===== config.mk =====
export PLATFORM = sky130hd
export DESIGN_NAME = ssd_scan_mux_flat
export DESIGN_NICKNAME = d
export VERILOG_FILES = /design/src/rtl/ssd_scan_mux_if.sv /design/src/rtl/ssd_scan_mux.sv /design/src/flat_wrapper.sv
export SDC_FILE = /design/constraint.sdc
export NUM_CORES = 1
export LEC_CHECK = 0
export CAP_MARGIN = 5
export CORE_MARGIN = 3
export CORE_UTILIZATION = 55
export CTS_CLUSTER_SIZE = 12
export DETAILED_ROUTE_END_ITERATION = 16
export HOLD_SLACK_MARGIN = 0.1
export MAX_ROUTING_LAYER = met4
export PLACE_DENSITY = 0.78
export SLEW_MARGIN = 10
export SYNTH_ARGS = -nofsm -noshare
export SYNTH_HDL_FRONTEND = slang
export SYNTH_SLANG_ARGS = --single-unit

===== constraint.sdc =====
create_clock -name i_CLK -period 6.9 [get_ports i_CLK]
set_clock_uncertainty 0.2 [all_clocks]
set_input_delay 0.69 -clock i_CLK [delete_from_list [all_inputs] [get_ports i_CLK]]
set_output_delay 0.69 -clock i_CLK [all_outputs]
set_load 0.02 [all_outputs]

===== src/rtl/ssd_scan_mux_if.sv =====
// Display-side bundle for ssd_scan_mux: digit values and DP enables in,
// active-low anode/cathode/DP drive out.
interface ssd_scan_mux_if;
  logic [3:0] i_Digit_1_val;
  logic [3:0] i_Digit_2_val;
  logic [3:0] i_Digit_3_val;
  logic [3:0] i_Digit_4_val;
  logic [3:0] i_DP;
  logic [3:0] o_Anode;
  logic [6:0] o_Cathode;
  logic       o_DP;

  modport master (
    output i_Digit_1_val, i_Digit_2_val, i_Digit_3_val, i_Digit_4_val, i_DP,
    input  o_Anode, o_Cathode, o_DP
  );

  modport slave (
    input  i_Digit_1_val, i_Digit_2_val, i_Digit_3_val, i_Digit_4_val, i_DP,
    output o_Anode, o_Cathode, o_DP
  );
endinterface


===== src/rtl/ssd_scan_mux.sv =====
// Four-digit common-anode seven-segment scanner with per-frame snapshot,
// hex decode, leading-zero blanking and an all-off guard at each slot start.
module ssd_scan_mux #(
  parameter int c_REFRESH_DIV   = 100000,
  parameter int c_GUARD         = 2,
  parameter int c_BLANK_LEADING = 1
) (
  input  logic          i_CLK,
  input  logic          i_RST_N,
  ssd_scan_mux_if.slave bus
);

  localparam int CW = $clog2(c_REFRESH_DIV);

  logic [CW-1:0] r_Slot_cnt;
  logic [1:0]    r_Scan_idx;
  logic          r_Init;
  // Shadow index matches scan index: [0] = digit 4 (rightmost), [3] = digit 1.
  logic [3:0]    r_Shadow [4];
  logic [3:0]    r_Shadow_dp;

  logic          slot_last;
  logic          frame_load;
  logic [3:0]    sel_val;
  logic          sel_dp;
  logic [3:0]    lead_zero;
  logic          blanked;
  logic [3:0]    next_anode;
  logic [6:0]    next_cathode;
  logic          next_dp;

  function automatic logic [6:0] decode(input logic [3:0] v);
    case (v)
      4'h0: decode = 7'h40;
      4'h1: decode = 7'h79;
      4'h2: decode = 7'h24;
      4'h3: decode = 7'h30;
      4'h4: decode = 7'h19;
      4'h5: decode = 7'h12;
      4'h6: decode = 7'h02;
      4'h7: decode = 7'h78;
      4'h8: decode = 7'h00;
      4'h9: decode = 7'h10;
      4'hA: decode = 7'h08;
      4'hB: decode = 7'h03;
      4'hC: decode = 7'h46;
      4'hD: decode = 7'h21;
      4'hE: decode = 7'h06;
      4'hF: decode = 7'h0E;
    endcase
  endfunction

  assign slot_last  = (r_Slot_cnt == CW'(c_REFRESH_DIV - 1));
  assign frame_load = r_Init || (slot_last && (r_Scan_idx == 2'd3));

  always_ff @(posedge i_CLK or negedge i_RST_N) begin
    if (!i_RST_N) begin
      r_Slot_cnt <= '0;
      r_Scan_idx <= 2'd0;
    end else if (slot_last) begin
      r_Slot_cnt <= '0;
      r_Scan_idx <= r_Scan_idx + 2'd1;
    end else begin
      r_Slot_cnt <= r_Slot_cnt + 1'b1;
    end
  end

  // Snapshot on the first edge out of reset and at every frame boundary.
  always_ff @(posedge i_CLK or negedge i_RST_N) begin
    if (!i_RST_N) begin
      r_Init      <= 1'b1;
      r_Shadow_dp <= 4'd0;
      for (int i = 0; i < 4; i++) r_Shadow[i] <= 4'd0;
    end else begin
      r_Init <= 1'b0;
      if (frame_load) begin
        r_Shadow[3] <= bus.i_Digit_1_val;
        r_Shadow[2] <= bus.i_Digit_2_val;
        r_Shadow[1] <= bus.i_Digit_3_val;
        r_Shadow[0] <= bus.i_Digit_4_val;
        r_Shadow_dp <= bus.i_DP;
      end
    end
  end

  always_comb begin
    next_anode   = 4'b1111;
    next_cathode = 7'h7F;
    next_dp      = 1'b1;
    sel_val      = r_Shadow[r_Scan_idx];
    sel_dp       = r_Shadow_dp[r_Scan_idx];
    lead_zero[3] = (r_Shadow[3] == 4'd0);
    lead_zero[2] = lead_zero[3] && (r_Shadow[2] == 4'd0);
    lead_zero[1] = lead_zero[2] && (r_Shadow[1] == 4'd0);
    lead_zero[0] = 1'b0;
    blanked      = (c_BLANK_LEADING != 0) && lead_zero[r_Scan_idx];
    // A blanked digit still lights its anode when it carries a decimal point.
    if (r_Slot_cnt >= CW'(c_GUARD)) begin
      if (!blanked || sel_dp) next_anode[r_Scan_idx] = 1'b0;
      if (!blanked) next_cathode = decode(sel_val);
      next_dp = ~sel_dp;
    end
  end

  always_ff @(posedge i_CLK or negedge i_RST_N) begin
    if (!i_RST_N) begin
      bus.o_Anode   <= 4'b1111;
      bus.o_Cathode <= 7'h7F;
      bus.o_DP      <= 1'b1;
    end else begin
      bus.o_Anode   <= next_anode;
      bus.o_Cathode <= next_cathode;
      bus.o_DP      <= next_dp;
    end
  end

endmodule


===== src/flat_wrapper.sv =====
// flat-port wrapper written by rule: the top's interface ports become plain ports
module ssd_scan_mux_flat 
#(
  parameter int c_REFRESH_DIV   = 100000,
  parameter int c_GUARD         = 2,
  parameter int c_BLANK_LEADING = 1
)
  (i_CLK, i_RST_N, bus_i_Digit_1_val, bus_i_Digit_2_val, bus_i_Digit_3_val, bus_i_Digit_4_val, bus_i_DP, bus_o_Anode, bus_o_Cathode, bus_o_DP);
  ssd_scan_mux_if bus_i ();
  input  logic i_CLK;
  input  logic i_RST_N;
  input wire logic [$bits(bus_i.i_Digit_1_val)-1:0] bus_i_Digit_1_val;
  input wire logic [$bits(bus_i.i_Digit_2_val)-1:0] bus_i_Digit_2_val;
  input wire logic [$bits(bus_i.i_Digit_3_val)-1:0] bus_i_Digit_3_val;
  input wire logic [$bits(bus_i.i_Digit_4_val)-1:0] bus_i_Digit_4_val;
  input wire logic [$bits(bus_i.i_DP)-1:0] bus_i_DP;
  output wire logic [$bits(bus_i.o_Anode)-1:0] bus_o_Anode;
  output wire logic [$bits(bus_i.o_Cathode)-1:0] bus_o_Cathode;
  output wire logic [$bits(bus_i.o_DP)-1:0] bus_o_DP;
  assign bus_i.i_Digit_1_val = bus_i_Digit_1_val;
  assign bus_i.i_Digit_2_val = bus_i_Digit_2_val;
  assign bus_i.i_Digit_3_val = bus_i_Digit_3_val;
  assign bus_i.i_Digit_4_val = bus_i_Digit_4_val;
  assign bus_i.i_DP = bus_i_DP;
  assign bus_o_Anode = bus_i.o_Anode;
  assign bus_o_Cathode = bus_i.o_Cathode;
  assign bus_o_DP = bus_i.o_DP;
  ssd_scan_mux #(.c_REFRESH_DIV(c_REFRESH_DIV), .c_GUARD(c_GUARD), .c_BLANK_LEADING(c_BLANK_LEADING)) u_core (.i_CLK(i_CLK), .i_RST_N(i_RST_N), .bus(bus_i));
endmodule

== Word-level counts from Yosys, hierarchy flattened ==
Memory sizes are Yosys's and may differ from the RTL's.
Cells that the tools add are included.

* Flip-flop bits (word level): 52
* Logic and storage cells: 48
* Input port bits: 22
* Bits in read-only memories: 112
* Output and inout bits: 12
* Memories: 1

{| class="wikitable"
|+ Memory list
! name !! depth !! width !! rd ports !! clocked after memory_dff !! write ports !! line !! source
|-
| (name not given) || 16 || 7 || 1 || 0 || 0 || ssd_scan_mux.sv:33 || <nowiki>case (v)</nowiki>
|}

* $lt $le $gt $ge: 4
* Bitwise logic cells: 3
* Equality and inequality tests: 2
* $add $sub $neg: 2
* Mux-type cells: 15
* Reductions and logical operators: 10

{| class="wikitable"
|+ Operators by type and width
! kind !! count
|-
| adder 17 x 1 -> 17 bit, second input constant || 1
|-
| equality test 17 bit, second input constant || 1
|-
| >= comparator 17 x 2 -> 1 bit, second input constant || 1
|-
| two-way mux 17 bit || 1
|-
| two-way mux 4 bit || 4
|-
| two-way mux 7 bit || 2
|-
| logical NOT 4 bit || 3
|-
| binary-select mux 4 bit (select 2 bit) || 1
|-
| binary-select mux 1 bit (select 2 bit) || 2
|-
| logical AND 1 bit || 4
|-
| two-way mux 1 bit || 4
|-
| inverter 4 bit || 1
|-
| >= comparator 3 bit, second input constant || 1
|-
| < comparator 2 x 3 -> 1 bit, second input constant || 1
|-
| inverter 2 -> 3 bit || 1
|-
| adder 2 x 1 -> 2 bit, second input constant || 1
|-
| demux 1 bit (select 2 bit) || 1
|-
| equality test 2 bit, second input constant || 1
|-
| >= comparator 2 x 1 -> 1 bit, second input constant || 1
|-
| logical OR 1 bit || 2
|-
| logical NOT 1 bit || 1
|-
| inverter 1 bit || 1
|}

== Longest topological paths before layout ==
* Depth after elaboration: 9
* Mapped depth: 8
* Gate-level depth less buffers: 7

== Least setup slack after synthesis ==
OpenSTA, ideal clock, no wires.

* Kind: reg2reg
* Start: reg u_core.r_Scan_idx[0]
* End: reg u_core.bus.o_Cathode[3]
* Required time: 6.603 ns
* Data arrival time: 1.947 ns
* Path buffers: 1
* Period minus slack after synthesis: 2.244 ns
* Setup time: 0.097 ns
* Stages on the path, launching flop included: 9
* Setup slack: 4.656 ns
* Cell sequence: dfrtp_1 > buf_4 > mux4_2 > inv_1 > ha_1 > inv_1 > mux4_2 > inv_1 > nand3_1

* Word-level cells in the longest chain between the ends: 7
* Elaborated cells between the ends (all ways): 9
* Classes of those cells: 7 x mux; 1 x bitwise; 1 x memory

{| class="wikitable"
|+ Ends and longest elaborated chain
! item !! line !! source
|-
| start: declaration || ssd_scan_mux.sv:16 || <nowiki>logic [1:0] r_Scan_idx;</nowiki>
|-
| start signal: assignment || ssd_scan_mux.sv:62 || <nowiki>r_Scan_idx <= r_Scan_idx + 2'd1;</nowiki>
|-
| inverter 2 -> 3 bit (not written as such) || ssd_scan_mux.sv:90 || <nowiki>sel_val = r_Shadow[r_Scan_idx];</nowiki>
|-
| binary-select mux 4 bit (select 2 bit) || ssd_scan_mux.sv:90 ||
|-
| two-way mux 4 bit (not written as such) (2 in a row) || ssd_scan_mux.sv:90 ||
|-
| memory (16 x 7 bit) || n/a ||
|-
| two-way mux 7 bit (*) || ssd_scan_mux.sv:100 || <nowiki>if (!blanked) next_cathode = decode(sel_val);</nowiki>
|-
| two-way mux 7 bit (*) || ssd_scan_mux.sv:98 || <nowiki>if (r_Slot_cnt >= CW'(c_GUARD)) begin</nowiki>
|-
| net u_core.next_cathode[3] || ssd_scan_mux.sv:29 || <nowiki>logic [6:0] next_cathode;</nowiki>
|-
| end signal: assignment || ssd_scan_mux.sv:112 || <nowiki>bus.o_Cathode <= next_cathode;</nowiki>
|-
| end: declaration || ssd_scan_mux_if.sv:20 || <nowiki>output o_Anode, o_Cathode, o_DP</nowiki>
|}

The timed path passes the listed nets; every way through them passes the cells marked *. The select of a mux whose other input is x is not followed.
A chain may end at the register's enable or synchronous reset.

== Final worst setup path ==
Same ends and word-level chain as after synthesis.

==> impl_metrics.env <==
export IMPL_core_sq_um=4530
export IMPL_worstPathArrival_ps=2500
export IMPL_fin_tns_setup_ps=0
export IMPL_synth_edf_count=0
export IMPL_outcome="complete, no violations"
export IMPL_final_cell_mix="dfrtp_1 (39), clkdlybuf4s50_1 (32), mux2_4 (20), nand3_1 (14), dfstp_2 (13)"
export IMPL_cts_hold_buf=0
export IMPL_synth_top_area_frac=0.365
export IMPL_fp_dieH_um=75.7
export IMPL_synth_async_reset_ratio=1.00
export IMPL_fillers=309
export IMPL_maxCapViolCount=0
export IMPL_tightest_slew_ps=661
export IMPL_dp_hpwl_um=3190
export IMPL_cts_tree="yes"
export IMPL_cts_setup_buffers=0
export IMPL_ir_drop_uv=125
export IMPL_synth_seq_cells=52
export IMPL_routed_wl_um=4410
export IMPL_hold_viol=0
export IMPL_cts_resized=0
export IMPL_die_area_sq_um=5730
export IMPL_register_area_sq_um=1320
export IMPL_p_leak_uw=0.00139
export IMPL_criticalPathCategory="reg2reg"
export IMPL_final_layout_size_suffix_gt1_frac=0.235
export IMPL_cts_buffers=5
export IMPL_rsz0062_at_grt="false"
export IMPL_detailed_place_area_sq_um=3040
export IMPL_wl_met2_um=1920
export IMPL_report_final_slew_viol_count=0
export IMPL_clock_latency_ps=300
export IMPL_wl_met3_um=203
export IMPL_critPathRequiredTime_ps=6900
export IMPL_root_buffer="clkbuf_8"
export IMPL_ys_seq_area_frac=0.493
export IMPL_synth_avg_cell_area_sq_um=12.9
export IMPL_gr_total_overflow=0
export IMPL_drt_initial_drc_count=116
export IMPL_firstDrtPassIters=4
export IMPL_top_layer_used="met4"
export IMPL_grt_pass1_wl_um=7230
export IMPL_max_clock_path_buffers=2
export IMPL_start_util=0.590
export IMPL_drc=0
export IMPL_synth_area_top_cells="dfrtp_1 (36%), dfstp_2 (13%), mux2_4 (11%)"
export IMPL_syn2layout_area_growth_pct=16.8
export IMPL_cp_end_kind="flop"
export IMPL_ioPinCount=34
export IMPL_final_cells=308
export IMPL_hp_class="in2async"
export IMPL_ys_types=37
export IMPL_wl_per_cell_um=14.3
export IMPL_io_buffer_count=33
export IMPL_dp_cells=300
export IMPL_timing_hold_ws_ps=287
export IMPL_wl_met1_um=2240
export IMPL_fmax_ghz=0.400
export IMPL_antennaDiodeCount=0
export IMPL_setup_violations_final=0
export IMPL_cts_sinks=52
export IMPL_post_route_period_util=0.362
export IMPL_worst_path_max_fanout=10
export IMPL_gp_congestion=0.841
export IMPL_synth_cells=208
export IMPL_cp_start_kind="flop"
export IMPL_fin_nets=276
export IMPL_die_w_um=75.7
export IMPL_vias_per_cell=5.40
export IMPL_yosys_warnings=0
export IMPL_grt_pass1_vias=1521
export IMPL_power_density_nw_per_um2=197
export IMPL_h_tree_depth=2
export IMPL_drtAntennaViolNets=0
export IMPL_yosysTopAreaCell="dfrtp_1"
export IMPL_antenna_found_initial=0
export IMPL_slew_headroom=0.557
export IMPL_track_usage=0.173
export IMPL_period_needed_ps=2500
export IMPL_stdcell_area_sq_um=3120
export IMPL_synth_cell_area_sq_um=2670
export IMPL_synth_ff_type="dfrtp_1"
export IMPL_clk_pin_slew_ps=90
export IMPL_grt_max_degree=53
export IMPL_num_vias=1664
export IMPL_syn_num_nets=242
export IMPL_final_common_cell="dfrtp_1"
export IMPL_multiInputGateArea_sq_um=1270
export IMPL_std_cell_rows=24
==> worst paths after layout <==
check	from	endpoint	slack, ps	cells past startpoint
max	u_core.r_Scan_idx[0]$_DFFE_PN0N_	u_core.bus.o_Cathode[3]$_DFF_PN1_	4400	7
min	i_RST_N	u_core.r_Slot_cnt[14]$_DFF_PN0_	290	2
max reg2reg	u_core.r_Scan_idx[0]$_DFFE_PN0N_	u_core.bus.o_Cathode[3]$_DFF_PN1_	4400	7
min reg2reg	u_core.r_Slot_cnt[8]$_DFF_PN0_	u_core.r_Slot_cnt[8]$_DFF_PN0_	300	1
max in group asynchronous	i_RST_N	u_core.r_Slot_cnt[1]$_DFF_PN0_	5790	2
min in group i_CLK	u_core.r_Slot_cnt[8]$_DFF_PN0_	u_core.r_Slot_cnt[8]$_DFF_PN0_	300	1
==> power by group <==
part / internal, uW / total, uW / switching (uW)
Sequential: 330 / 344 / 13.6
Clock: 71.3 / 162 / 91.2
Combinational: 63.0 / 108 / 45.3
==> cell usage after synthesis (3+ instances only) <==
library cell	count
dfstp_2	13
mux2_4	20
mux4_2	7
clkbuf_1	3
nor3b_1	3
xnor2_1	9
nand4_1	5
inv_1	9
dfrtp_1	39
and4_1	3
o21ai_0	3
nor2_1	12
nand3_1	14
or4_1	3
and3_1	3
mux2_2	5
nand2_1	10
xor2_1	10
nor3_1	4
ha_1	12
==> critical path: stages (launching register included) <==
cell and delay (ps):
dfrtp_1 610, mux4_2 610, inv_1 160, ha_1 180, inv_1 40, mux4_2 450, inv_1 70, nand3_1 70
==> cell families (layout without fill, tap and decap cells) <==
logic type,Yosys count,count (layout),synth area share
mux,33,33,0.196
simple gates,62,62,0.125
other cells,1,1,0.00140
flops,52,52,0.493
fa+ha+maj,12,12,0.0562
compound gates,12,12,0.0332
buf+inv,17,52,0.0328
xor+xnor,19,19,0.0622
==> flip-flops by register name (all words and copies together) (netlist names) <==
signal                count
u_core.r_Slot_cnt        17
u_core.r_Shadow          16
u_core.bus.o_Cathode      7
u_core.bus.o_Anode        4
u_core.r_Shadow_dp        4
u_core.r_Scan_idx         2
u_core.bus.o_DP           1
u_core.r_Init             1
==> through the flow <==
stage | setup WS (ps) | power (uW) | utilization
2_1_floorplan | 4660 | 415 | -
3_3_place_gp | 4490 | 456 | 0.671
3_5_place_dp | 4400 | 459 | 0.671
4_1_cts | 4380 | 620 | 0.689
5_1_grt | 4240 | 645 | 0.689
6_report | 4400 | 615 | 0.689
==> per-layer routing <==
layer,global-route usage,vias to the layer above
li1,-,809
met1,0.258,810
met2,0.231,43
met3,0.0475,2
met4,0.0466,0
met5,-,-
==> area by class of cell <==
cell class                 instances  share of cell area
sequential                        52               0.422
multi-input combinational        139               0.406
timing repair buffer              35               0.109
tap                               65              0.0260
clock buffer                       7              0.0244
inverter                           9              0.0108
clock inverter                     1             0.00160
Power figures use the tool's default switching activity.
